File: src/rtl/uart_rx_fifo_if.sv
// uart_rx_fifo_if: pop-side bus between the receive FIFO and its consumer.
interface uart_rx_fifo_if;
    logic       rd;
    logic [7:0] data_out;
    logic       data_valid;
    logic       frame_err;
    logic       overflow;
    logic       clear_err;
    modport master (output rd, clear_err, input data_out, data_valid, frame_err, overflow);
    modport slave (input rd, clear_err, output data_out, data_valid, frame_err, overflow);
endinterface

File: src/rtl/uart_rx_fifo.sv
// uart_rx_fifo: 8N1 UART receiver feeding a first-word-fall-through byte FIFO with sticky error flags.
module uart_rx_fifo #(
    parameter int CLKS_PER_BIT = 12,
    parameter int FIFO_ADDR    = 2
) (
    input  logic clk,
    input  logic reset,
    input  logic rx,
    uart_rx_fifo_if.slave bus
);
    localparam int CW    = $clog2(CLKS_PER_BIT);
    localparam int DEPTH = 2 ** FIFO_ADDR;
    localparam logic [CW-1:0] FULL_LAST = CW'(CLKS_PER_BIT - 1);
    localparam logic [CW-1:0] HALF_LAST = CW'(CLKS_PER_BIT / 2 - 1);
    localparam logic [FIFO_ADDR:0] DEPTH_N = DEPTH[FIFO_ADDR:0];

    typedef enum logic [2:0] {ST_IDLE, ST_START, ST_DATA, ST_STOP, ST_BREAK} state_t;

    state_t state, state_d;
    logic [CW-1:0] cnt, cnt_d;
    logic [2:0] bit_idx, bit_d;
    logic [7:0] shift, shift_d;
    logic push, push_d, ferr_set;
    logic [7:0] mem [DEPTH];
    logic [FIFO_ADDR-1:0] wp, rp;
    logic [FIFO_ADDR:0] count;
    logic do_pop, do_push, ovf_set;

    always_ff @(posedge clk or negedge reset) begin
        if (!reset) begin
            state   <= ST_IDLE;
            cnt     <= '0;
            bit_idx <= '0;
            shift   <= '0;
            push    <= 1'b0;
        end else begin
            state   <= state_d;
            cnt     <= cnt_d;
            bit_idx <= bit_d;
            shift   <= shift_d;
            push    <= push_d;
        end
    end

    always_comb begin
        state_d  = state;
        cnt_d    = cnt + 1'b1;
        bit_d    = bit_idx;
        shift_d  = shift;
        push_d   = 1'b0;
        ferr_set = 1'b0;
        case (state)
            ST_IDLE: begin
                cnt_d = '0;
                if (!rx) state_d = ST_START;
            end
            ST_START: if (cnt == HALF_LAST) begin
                cnt_d   = '0;
                bit_d   = '0;
                state_d = rx ? ST_IDLE : ST_DATA;
            end
            ST_DATA: if (cnt == FULL_LAST) begin
                cnt_d   = '0;
                shift_d = {rx, shift[7:1]};
                bit_d   = bit_idx + 3'd1;
                if (bit_idx == 3'd7) state_d = ST_STOP;
            end
            ST_STOP: if (cnt == FULL_LAST) begin
                cnt_d    = '0;
                push_d   = rx;
                ferr_set = !rx;
                state_d  = rx ? ST_IDLE : ST_BREAK;
            end
            ST_BREAK: begin
                cnt_d = '0;
                if (rx) state_d = ST_IDLE;
            end
            default: state_d = ST_IDLE;
        endcase
    end

    // A pop in the push cycle frees the slot, so a full FIFO still accepts the byte.
    assign do_pop  = bus.rd && count != '0;
    assign do_push = push && (count != DEPTH_N || do_pop);
    assign ovf_set = push && count == DEPTH_N && !do_pop;

    always_ff @(posedge clk)
        if (do_push) mem[wp] <= shift;

    always_ff @(posedge clk or negedge reset) begin
        if (!reset) begin
            wp            <= '0;
            rp            <= '0;
            count         <= '0;
            bus.frame_err <= 1'b0;
            bus.overflow  <= 1'b0;
        end else begin
            if (do_push) wp <= wp + 1'b1;
            if (do_pop) rp <= rp + 1'b1;
            count         <= count + {{FIFO_ADDR{1'b0}}, do_push} - {{FIFO_ADDR{1'b0}}, do_pop};
            bus.frame_err <= ferr_set ? 1'b1 : bus.clear_err ? 1'b0 : bus.frame_err;
            bus.overflow  <= ovf_set ? 1'b1 : bus.clear_err ? 1'b0 : bus.overflow;
        end
    end

    assign bus.data_valid = count != '0;
    assign bus.data_out   = bus.data_valid ? mem[rp] : 8'h00;
endmodule

File: src/flat_wrapper.sv
// flat-port wrapper written by rule: the top's interface ports become plain ports
module uart_rx_fifo_flat 
#(
    parameter int CLKS_PER_BIT = 12,
    parameter int FIFO_ADDR    = 2
)
  (clk, reset, rx, bus_rd, bus_clear_err, bus_data_out, bus_data_valid, bus_frame_err, bus_overflow);
  uart_rx_fifo_if bus_i ();
  input  logic clk;
  input  logic reset;
  input  logic rx;
  input wire logic [$bits(bus_i.rd)-1:0] bus_rd;
  input wire logic [$bits(bus_i.clear_err)-1:0] bus_clear_err;
  output wire logic [$bits(bus_i.data_out)-1:0] bus_data_out;
  output wire logic [$bits(bus_i.data_valid)-1:0] bus_data_valid;
  output wire logic [$bits(bus_i.frame_err)-1:0] bus_frame_err;
  output wire logic [$bits(bus_i.overflow)-1:0] bus_overflow;
  assign bus_i.rd = bus_rd;
  assign bus_i.clear_err = bus_clear_err;
  assign bus_data_out = bus_i.data_out;
  assign bus_data_valid = bus_i.data_valid;
  assign bus_frame_err = bus_i.frame_err;
  assign bus_overflow = bus_i.overflow;
  uart_rx_fifo #(.CLKS_PER_BIT(CLKS_PER_BIT), .FIFO_ADDR(FIFO_ADDR)) u_core (.clk(clk), .reset(reset), .rx(rx), .bus(bus_i));
endmodule
File: config.mk
export PLATFORM = sky130hd
export DESIGN_NAME = uart_rx_fifo_flat
export DESIGN_NICKNAME = d
export VERILOG_FILES = /design/src/rtl/uart_rx_fifo_if.sv /design/src/rtl/uart_rx_fifo.sv /design/src/flat_wrapper.sv
export SDC_FILE = /design/constraint.sdc
export NUM_CORES = 1
export LEC_CHECK = 0
export BUFFER_PORTS_ARGS = -buffer_cell sky130_fd_sc_hd__buf_2
export CAP_MARGIN = 5
export CORE_MARGIN = 5
export CORE_UTILIZATION = 42
export DETAILED_ROUTE_END_ITERATION = 10
export HOLD_SLACK_MARGIN = 0.15
export PLACE_DENSITY = 0.65
export SYNTH_ARGS = -nofsm -noshare
export SYNTH_HDL_FRONTEND = slang
export SYNTH_SLANG_ARGS = --single-unit
File: constraint.sdc
create_clock -name clk -period 5 [get_ports clk]
set_input_delay 0 -clock clk [delete_from_list [all_inputs] [get_ports clk]]
set_output_delay 0 -clock clk [all_outputs]
set_load 0.03 [all_outputs]
# After elaboration in Yosys (flattened, before gate mapping)

Memories as Yosys holds them, arrays and structs flattened.
Index checks and enable logic that the tools add are counted.
W data, S select, Z words.

Register bits after elaboration: 28
RAM bits: 32
Input port bits: 5
Word-level logic and storage cells: 74
Memories: 1

Add/sub/neg operators: 6
Eq/ne operators: 15
Muxes and demuxes: 25
Reduce and logical (&&, ||, !) cells: 17

Memories:

| memory     | depth | width | rd ports | clocked after Yosys merged registers in | write ports | line               | source |
|---|---|---|---|---|---|---|---|
| u_core.mem | 4     | 8     | 1        | 0                                       | 1           | uart_rx_fifo.sv:24 | `logic [7:0] mem [DEPTH];` |

Operator list:

| cell                  | count |
|---|---|
| $mux W3               | 9 |
| $pmux W3 S5           | 1 |
| $pmux W4 S3           | 1 |
| $eq A3 B3 Y1 const B  | 3 |
| $mux W1               | 9 |
| $mux W4               | 2 |
| $mux W8               | 1 |
| $ne A2 B1 Y1 const B  | 4 |
| $eq A3 B2 Y1 const B  | 2 |
| $pmux W3 S2           | 1 |
| $reduce_and A6 Y1     | 1 |
| $reduce_bool A2 Y1    | 3 |
| $add A2 B1 Y2 const B | 2 |
| $add A4 B1 Y4 const B | 1 |
| $eq A4 B3 Y1 const B  | 1 |
| $eq A4 B4 Y1 const B  | 1 |
| $logic_and A1 B1 Y1   | 4 |
| $ne A2 B2 Y1 const B  | 2 |
| $reduce_or A2 Y1      | 2 |
| $add A3 B1 Y3         | 1 |
| $add A3 B1 Y3 const B | 1 |
| $eq A3 B1 Y1 const B  | 1 |
| $logic_not A3 Y1      | 1 |
| $ne A3 B3 Y1 const B  | 1 |
| other kinds (7)       | 8 |

# Logic depth before layout (Yosys ltp)

Word-level depth: 6
Depth in mapped cells: 8

# Least setup slack after synthesis

No wires, ideal clock.

Kind: reg-to-reg
Start: reg u_core.count[2]
End: reg u_core.count[2]
Library setup time: 123 ps
Arrival: 2033 ps
Slack: 2844 ps
Stages on the path, launching flop included: 9
Buffers on the path: 0
Clock period less this slack: 2156 ps
Cell sequence: dfrtp_1 or3_1 and2_1 ha_1 inv_1 ha_1 fa_1 xor2_1 xnor2_1

Word-level cells in the longest chain between the ends: 6
Elaborated cells between the ends (all ways): 7

RTL lines:

| element                 | line                | source |
|---|---|---|
| from (decl)             | uart_rx_fifo.sv:26  | `logic [FIFO_ADDR:0] count;` |
| from (signal assigned)  | uart_rx_fifo.sv:100 | `count <= count + {{FIFO_ADDR{1'b0}}, do_push} - {{FIFO_ADDR{1'b0}}, do_pop};` |
| $reduce_bool A3 Y1 (*)  | uart_rx_fifo.sv:83  | `assign do_pop = bus.rd && count != '0;` |
| $logic_and A1 B1 Y1 (*) | uart_rx_fifo.sv:83  |  |
| net u_core.do_pop       | uart_rx_fifo.sv:27  | `logic do_pop, do_push, ovf_set;` |
| $logic_or A1 B1 Y1      | uart_rx_fifo.sv:84  | `assign do_push = push && (count != DEPTH_N \|\| do_pop);` |
| $logic_and A1 B1 Y1     | uart_rx_fifo.sv:84  |  |
| $add A3 B1 Y3           | uart_rx_fifo.sv:100 |  |
| $sub A3 B1 Y3 (*)       | uart_rx_fifo.sv:100 |  |

The timed path passes the listed nets; every way through them passes the cells marked *.
A chain may end at the register's enable or synchronous reset.

# Worst setup path after layout

Ends and elaborated chain as after synthesis.

==> results_dict.tcl <==
set metrics [dict create \
    p_sw_w 0.0005127 \
    max-vdd-ir-drop_mv 0.2280 \
    drive_gt1_frac 0.2513 \
    first_iter_violations 67 \
    routabilityCongestion 0.8790 \
    cts_buffer_depth 2 \
    synth-seq-area-share 0.6419 \
    via_count 1372 \
    finalSetupViolCount 0 \
    routed_wl_um 4220 \
    grt_pass1_vias 1496 \
    path_buf_inv 1 \
    p_int_w 0.001074 \
    critPathMaxFanout 11 \
    start_util 0.4347 \
    fmax_mhz 402.7 \
    multi_input_area_um2 849.6 \
    synth_seq_cells 60 \
    hold_viol_final 0 \
    insertedDiodeCount 0 \
    regArea_mm2 0.001662 \
    dpl-instance-area_mm2 0.002721 \
    end_kind "flop" \
    crit_path_start_kind "flop" \
    path_cells "or3_1 > and2_1 > ha_1 > inv_1 > ha_1 > fa_1 > xor2_1 > xnor2_1" \
    grt_setup_unrepaired "false" \
    cts.clk_slew.worst_paths_ps 70 \
    die_h_um 88.51 \
    worst_hold_path_type "in2async" \
    die_w_um 88.51 \
    switching_share 0.3230 \
    drcViolationCount 0 \
    crit_family "adder cells" \
    worst_pin_slew_ps 642.9 \
    seq_power_share 0.446 \
    core_area_mm2 0.005956 \
    syn_inst 160 \
    avgRoutedWirePerCell_um 16.11 \
    ant_nets 0 \
    clk_latency_ps 330 \
    fillers 506 \
    max-slew-margin-rel 0.5714 \
    dieArea_mm2 0.007834 \
    pwr-share-clk 0.285 \
    yosysTopAreaCell "edfxtp_1" \
    synth_edf_count 32 \
    yosys-top-cells-count "edfxtp_1, dfrtp_1, and2_1, inv_1, ha_1" \
    fin_tns_setup_ps 0 \
    crit_arrival_ps 2700 \
    numCtsBuffers 9 \
    synth-main-ff-cell "edfxtp_1" \
    syn_avg_cell_area_um2 16.18 \
    final_area_mm2 0.002965 \
    grt_usage 0.1274 \
    period_share 0.4966 \
    via_per_inst 5.237 \
    cts_tree "yes" \
    cts_root_buffer "clkbuf_8" \
    slew_violations 0 \
    fin_crit_ps 2483 \
    synth_top_area_share 0.3712 \
    crit_top_cell "ha_1" \
    ys_async_sr_fraction 0.4667 \
    p_comb_frac 0.269 \
    slowest_stage "or3_1" \
    ys_warn_count 0 \
    grt_pass1_wl_um 7155 \
    ff2ff_path_depth 8 \
    grt_overflow_total 0 \
    cts-htree-levels 3 \
    worst-path-stages 8 \
    ioPinCount 16 \
    leakagePower_nw 1.321 \
    power_density_mw_per_mm2 535.2 \
    status "complete, no violations" \
    crit_required_ps 5220 \
    synth_area_mm2 0.002589 \
    nets 199 \
    drtPass1Iterations 4 \
    syn_to_final_growth_pct 14.55 \
    grt_max_degree 29 \
    synthTopCellsByArea "edfxtp_1, dfrtp_1, mux4_2, ha_1, mux2_4" \
    clock-sinks 60 \
    synthMostInstantiatedCell "edfxtp_1" \
    fp-row-count 28 \
    ys_types 35 \
    dpl.hpwl_um 2881 \
    cap_viol_max_count 0 \
    skew_ps 6.341 \
    worstSetupPathType "reg2reg" \
    syn_nets 176 \
    antenna_found_initial 0 \
    slowest_delay_ps 530 \
    port_buffers 15 \
]
through the flow:
| stage | util | hold WS [ps] | instances | power [W] | setup slack, ps |
|---|---|---|---|---|---|
| final | 0.4979 | 218.9 | 262 | 0.001587 | 2517 |
| after global routing | 0.4979 | 287.6 | 262 | 0.001689 | 2378 |
| after floorplan | - | -295.6 | 160 | 0.001035 | 2844 |
| after global placement | 0.4569 | 39.06 | 243 | 0.001119 | 2589 |
| after detailed placement | 0.4569 | 58.55 | 243 | 0.001147 | 2509 |
| after CTS | 0.4979 | 228.2 | 262 | 0.001607 | 2489 |
layer usage:
metal	up-vias	wire [µm]	GRT usage
met2	30	2232	0.2101
met3	8	181	0.04842
met5	-	0	0
met4	0	74	0.06593
met1	698	1732	0.1441
li1	636	-	-
worst register-to-register path, cell delays in order, from the launching register on:
cell	delay [ps]
dfrtp_1	400
or3_1	530
and2_1	250
ha_1	280
inv_1	40
ha_1	180
fa_1	380
xor2_1	170
xnor2_1	130
worst paths after layout:
kind / startpoint / endpoint / slack [ps]
max: u_core.count[2]$_DFF_PN0_ / u_core.count[2]$_DFF_PN0_ / 2520
min: reset / u_core.cnt[0]$_DFF_PN0_ / 220
max reg2reg: u_core.count[2]$_DFF_PN0_ / u_core.count[2]$_DFF_PN0_ / 2520
min reg2reg: u_core.push$_DFF_PN0_ / u_core.bus.overflow$_DFFE_PN0P_ / 490
max in group asynchronous: reset / u_core.shift[7]$_DFFE_PN0P_ / 4360
min in group clk: rx / u_core.shift[7]$_DFFE_PN0P_ / 480
cell usage in the layout (no fill, tap or decap), types with 3 or more instances in the layout:
cell type      synthesis  layout
mux2_2                 3       3
xnor2_1                4       4
ha_1                  10      10
mux2_4                 7       7
dlygate4sd3_1          0       4
clkbuf_8               0       9
xor2_1                 3       3
dfrtp_1               28      28
edfxtp_1              32      32
inv_1                 11      11
nor3_1                 7       7
a22o_1                 3       3
and2_1                13      13
buf_2                  2      15
mux4_2                 8       8
timing repair:
action                                 in CTS  in global routing
hold buffers                                4                  0
resized for setup                           0                  0
buffers inserted                            0                  0
endpoints found under the hold margin      37                  0
kinds of logic (layout without fill, tap and decap cells):
family,after synthesis,in the layout,synth area share
and+or+nand+nor,34,34,0.08942
DFF,60,60,0.6419
AOI/OAI and AO/OA,12,12,0.03577
xor gates and xnor gates,7,7,0.02368
muxes,18,18,0.1232
adders and majority gates,11,11,0.05607
buffers and inverters,18,45,0.02996
sequential cells by signal (all words and copies together) (netlist names):
signal	cells
u_core.shift	8
u_core.rp	2
u_core.cnt	4
u_core.mem	32
u_core.state	3
u_core.count	3
u_core.bus.overflow	1
u_core.wp	2
u_core.bit_idx	3
u_core.push	1
u_core.bus.frame_err	1
power by group through the flow:
stage / clock, W / sequential (W) / combinational, W
finish: 0.000453 / 0.000707 / 0.000427
CTS: 0.000462 / 0.000709 / 0.000436
floorplan: 0 / 0.000653 / 0.000382
global route: 0.000492 / 0.000723 / 0.000474
global placement: 0 / 0.000707 / 0.000411
detailed placement: 0 / 0.000717 / 0.000430
final cells by class:
class                      count  share of cell area
clock inverter                 6             0.02700
multi-input combinational     82              0.2865
tap                           75             0.03165
clock buffer                   9             0.04177
sequential                    60              0.5603
inverter                      11             0.01392
timing repair buffer          19             0.03882
Power figures use the tool's default switching activity.
